File: src/rtl/secure_voting_machine.sv
// rtl/secure_voting_machine.sv - three-candidate ballot counter, one vote per ENABLE session
// Saturating per-candidate tallies; FSM state and next state exported for monitoring.
module secure_voting_machine #(
  parameter int CNT_W = 4
) (
  input  logic             CLK,
  input  logic             RESET,
  input  logic [1:0]       VOTE_IN,
  input  logic             ENABLE,
  input  logic             ADMIN_RESET,
  output logic [CNT_W-1:0] count_A,
  output logic [CNT_W-1:0] count_B,
  output logic [CNT_W-1:0] count_C,
  output logic [2:0]       state,
  output logic [2:0]       next_state
);

  typedef enum logic [2:0] {
    IDLE   = 3'b000,
    READY  = 3'b001,
    VOTE_A = 3'b010,
    VOTE_B = 3'b011,
    VOTE_C = 3'b100,
    DONE   = 3'b101
  } state_t;

  localparam logic [CNT_W-1:0] CNT_MAX = {CNT_W{1'b1}};

  logic [2:0]       state_q, state_d;
  logic [CNT_W-1:0] cnt_a_q, cnt_a_d;
  logic [CNT_W-1:0] cnt_b_q, cnt_b_d;
  logic [CNT_W-1:0] cnt_c_q, cnt_c_d;

  always_comb begin
    state_d = state_q;
    case (state_q)
      IDLE: begin
        if (ENABLE) state_d = READY;
      end
      READY: begin
        if (!ENABLE) begin
          state_d = IDLE;
        end else begin
          case (VOTE_IN)
            2'b01:   state_d = VOTE_A;
            2'b10:   state_d = VOTE_B;
            2'b11:   state_d = VOTE_C;
            default: state_d = READY;
          endcase
        end
      end
      VOTE_A, VOTE_B, VOTE_C: state_d = DONE;
      DONE: begin
        if (!ENABLE && VOTE_IN == 2'b00) state_d = IDLE;
      end
      default: state_d = IDLE;
    endcase
  end

  // A tally moves only on the READY->VOTE_x edge, so at most one counter changes per cycle.
  always_comb begin
    cnt_a_d = cnt_a_q;
    cnt_b_d = cnt_b_q;
    cnt_c_d = cnt_c_q;
    if (state_q == READY) begin
      if (state_d == VOTE_A && cnt_a_q != CNT_MAX) cnt_a_d = cnt_a_q + CNT_W'(1);
      if (state_d == VOTE_B && cnt_b_q != CNT_MAX) cnt_b_d = cnt_b_q + CNT_W'(1);
      if (state_d == VOTE_C && cnt_c_q != CNT_MAX) cnt_c_d = cnt_c_q + CNT_W'(1);
    end
  end

  always_ff @(posedge CLK) begin
    if (RESET || ADMIN_RESET) begin
      state_q <= IDLE;
      cnt_a_q <= '0;
      cnt_b_q <= '0;
      cnt_c_q <= '0;
    end else begin
      state_q <= state_d;
      cnt_a_q <= cnt_a_d;
      cnt_b_q <= cnt_b_d;
      cnt_c_q <= cnt_c_d;
    end
  end

  assign count_A    = cnt_a_q;
  assign count_B    = cnt_b_q;
  assign count_C    = cnt_c_q;
  assign state      = state_q;
  assign next_state = state_d;

endmodule

File: config.mk
export PLATFORM = sky130hd
export DESIGN_NAME = secure_voting_machine
export DESIGN_NICKNAME = d
export VERILOG_FILES = /design/src/rtl/secure_voting_machine.sv
export SDC_FILE = /design/constraint.sdc
export NUM_CORES = 1
export LEC_CHECK = 0
export ABC_AREA = 1
export CAP_MARGIN = 20
export CORE_MARGIN = 3
export CORE_UTILIZATION = 30
export DETAILED_ROUTE_END_ITERATION = 7
export RECOVER_POWER = 50
export SYNTH_ARGS = -nofsm -noshare
export SYNTH_HDL_FRONTEND = slang
export SYNTH_SLANG_ARGS = --single-unit
export TNS_END_PERCENT = 100
File: constraint.sdc
create_clock -name CLK -period 1.37 [get_ports CLK]
set_input_delay 0.274 -clock CLK [delete_from_list [all_inputs] [get_ports CLK]]
set_output_delay 0.274 -clock CLK [all_outputs]
set_load 0.1 [all_outputs]
==> out/results.tsv <==
stage	metric	value	unit
floorplanning	fp-row-count	19	
grt	grt_pass1_vias	1096	
logic_synthesis	yosys_warnings	0	
sta	tns	-0.8804	ns
worst_setup_path	reg2reg_depth	11	
sta	finalCritPeriodShare	114.1	%
logic_synthesis	synth_area_leaders	dfxtp_1 (33%), nand2_1 (9.9%), nor2_1 (9.9%)	
floorplanning	die_area	3729	µm²
sta	maxSlewHeadroom	83.13	%
logic_synthesis	yosys.area.top_type	dfxtp_1	
floorplanning	ioPinCount	24	
grt	grt_pass1_wl	4657	µm
drt	drtIter0Drc	25	
sta	drv_slew	0	
logic_synthesis	postSynthCellCount	131	
floorplanning	die_height	61.07	µm
clock_tree	numCtsBuffers	3	
drt	vias	1055	
cells_and_area	area_growth	104.4	%
status	outcome	finished, violations left	
clock_tree	cts-root-buf	clkbuf_4	
worst_setup_path	startpoint_type	flop	
sta	tightest_slew	0.2527	ns
drt	routed_wl	2863	µm
logic_synthesis	synth_seq_cells	15	
sta	holdWs	0.5214	ns
clock_tree	cts.clk_slew.worst_paths	0.09	ns
clock_tree	holdBufCountCts	0	
placement	portBuffers	23	
worst_setup_path	cp_slowest_cell	dfxtp_4	
drt	postRouteAntennaNets	0	
logic_synthesis	yosysSeqAreaShare	33.01	%
sta	max_freq	639.5	MHz
clock_tree	cts_tree	built	
power_and_ir_drop	p_leak	0.7743	nW
placement	detailed_place_hpwl	1778	µm
placement	place_area	1519	µm²
min_path	min_path_type	flop to flop	
logic_synthesis	syn_area	909.6	µm²
logic_synthesis	ys_dominant_reg_cell	dfxtp_1	
job	drv_cap	0	
power_and_ir_drop	irDropWorstVdd	0.3650	mV
worst_setup_path	path_cells	inv_4, nor2_4, nand2_4, nand3_4, buf_12	
drt	drc	0	
cells_and_area	nets	198	
logic_synthesis	syn_nets	144	
worst_setup_path	crit_type	flop to primary output	
sta	final-setup-viol-count	12	
worst_setup_path	arrival	1.29	ns
logic_synthesis	netlist_top_cells_count	nand2_1 (24), nor2_1 (24), inv_1 (19), dfxtp_1 (15), nand3_1 (12)	
logic_synthesis	synth_edf_count	0	
placement	place_congestion	0.7896	
floorplanning	die_width	61.07	µm
logic_synthesis	async_flop_share	0	%
worst_setup_path	worst-path-stages	5	
placement	numPlacedInstances	197	
worst_setup_path	cp.required	1.10	ns
sta	rsz0062_at_grt	true	
logic_synthesis	ys_types	17	
floorplanning	core	2829	µm²
sta	clock_skew	0.003271	ns
worst_setup_path	end_kind	primary output	
grt	grt_max_degree	9	
status	violations	setup timing	
clock_tree	h-tree-depth	1	
clock_tree	cts_buffer_depth	2	
sta	hold_violations	0	
drt	via_per_inst	4.907	
grt	grt.overflow.total	0	
drt	wl_per_cell	13.32	µm
floorplanning	initial_utilization	32.15	%
clock_tree	clock_sinks	15	
grt	track_usage	16.56	%
cells_and_area	stdcell_area	1859	µm²
sta	fin_crit	1.564	ns
cells_and_area	fin_util	65.72	%
sta	setup_ws	-0.1937	ns
worst_setup_path	crit_path_max_incr_delay	0.44	ns
logic_synthesis	avgSynthCellArea	6.944	µm²
worst_setup_path	path_buf_inv	2	
grt	grt_antenna_before_repair	0	
min_path	hold_depth	2	
clock_tree	clock_latency	0.28	ns
cells_and_area	stdcell_count	215	
drt	dr.pass1.iters	4	
cells_and_area	antenna_cells	0	
logic_synthesis	synth_top_area_share	33.01	%
cells_and_area	drive_gt1_share	60.87	%
power_and_ir_drop	power.density	503.6	nW/µm²
worst_setup_path	path_delay_family	flip-flops	
worst_setup_path	critical_path.max_fanout	5	
## cells in the final DEF, fill, tap and decap left out, drive strengths merged, types with 3 or more instances in the layout
master  instances
nand4           6
dfxtp          15
nor2           30
a21oi           6
ha              7
o21ai           3
inv            19
xnor2           3
clkbuf          4
buf            46
nand2          25
nand3          14
## cells by family after synthesis
kind of cell               Yosys count  synth area share, %
xor gates and xnor gates             4                3.852
and+or+nand+nor                     76                40.30
adders and majority gates            7                9.628
AOI/OAI and AO/OA                    9                4.952
DFF                                 15                33.01
buffers and inverters               20                8.253
## worst min-delay path, cell delays in order, from the launching register on
cell and delay [ns]:
dfxtp_2 0.37, nand2_2 0.08, a21oi_2 0.05
## metal layers
metal,part of all wire (%),GRT usage (%),wire length (µm)
met5,0,0,0
met4,2.7,6.502,76
met2,56,29.76,1592
met3,3.6,3.354,104
met1,38,19.08,1089
## power by group
part	switching [mW]	leakage, nW	internal, mW
clock network	0.148	0.0150	0.113
logic	0.138	0.629	0.102
registers	0.00604	0.130	0.430
## registers in the layout, summed over array words and instances, names as in the netlist
name	count
count_A	4
count_B	4
count_C	4
state	3
## worst paths after layout
path / startpoint / endpoint / slack, ns
setup / recovery: state[2]$_SDFF_PP0_ / next_state[2] / -0.19
hold / removal: count_C[3]$_SDFFE_PP0P_ / count_C[3]$_SDFFE_PP0P_ / 0.52
setup reg to reg: state[1]$_SDFF_PP0_ / count_A[3]$_SDFFE_PP0P_ / -0.08
hold reg to reg: count_C[3]$_SDFFE_PP0P_ / count_C[3]$_SDFFE_PP0P_ / 0.52
## cell type report
cell class	count	area (µm²)
tap	31	38.79
sequential	15	331.6
inverter	20	88.84
multi-input combinational	96	753.2
timing repair buffer	49	620.6
fill	234	969.7
clock buffer	4	26.28
## per-stage QoR
stage / setup slack, ns / total power [mW]
after floorplan: -0.3287 / 0.5468
after global placement: -0.6215 / 0.6204
after CTS: -0.1755 / 0.9343
after detailed placement: -0.6539 / 0.6223
final: -0.1937 / 0.9363
after global routing: -0.2484 / 0.9945
## repair_timing
item / 4_1_cts / 5_1_grt
gates resized for setup: 44 / 28
endpoints found under the setup margin: 16 / 15
gates cloned: 0 / 0
buffers inserted: 10 / 5
pin swaps: 15 / 16
Note: power is estimated with default switching activity, not from simulation.
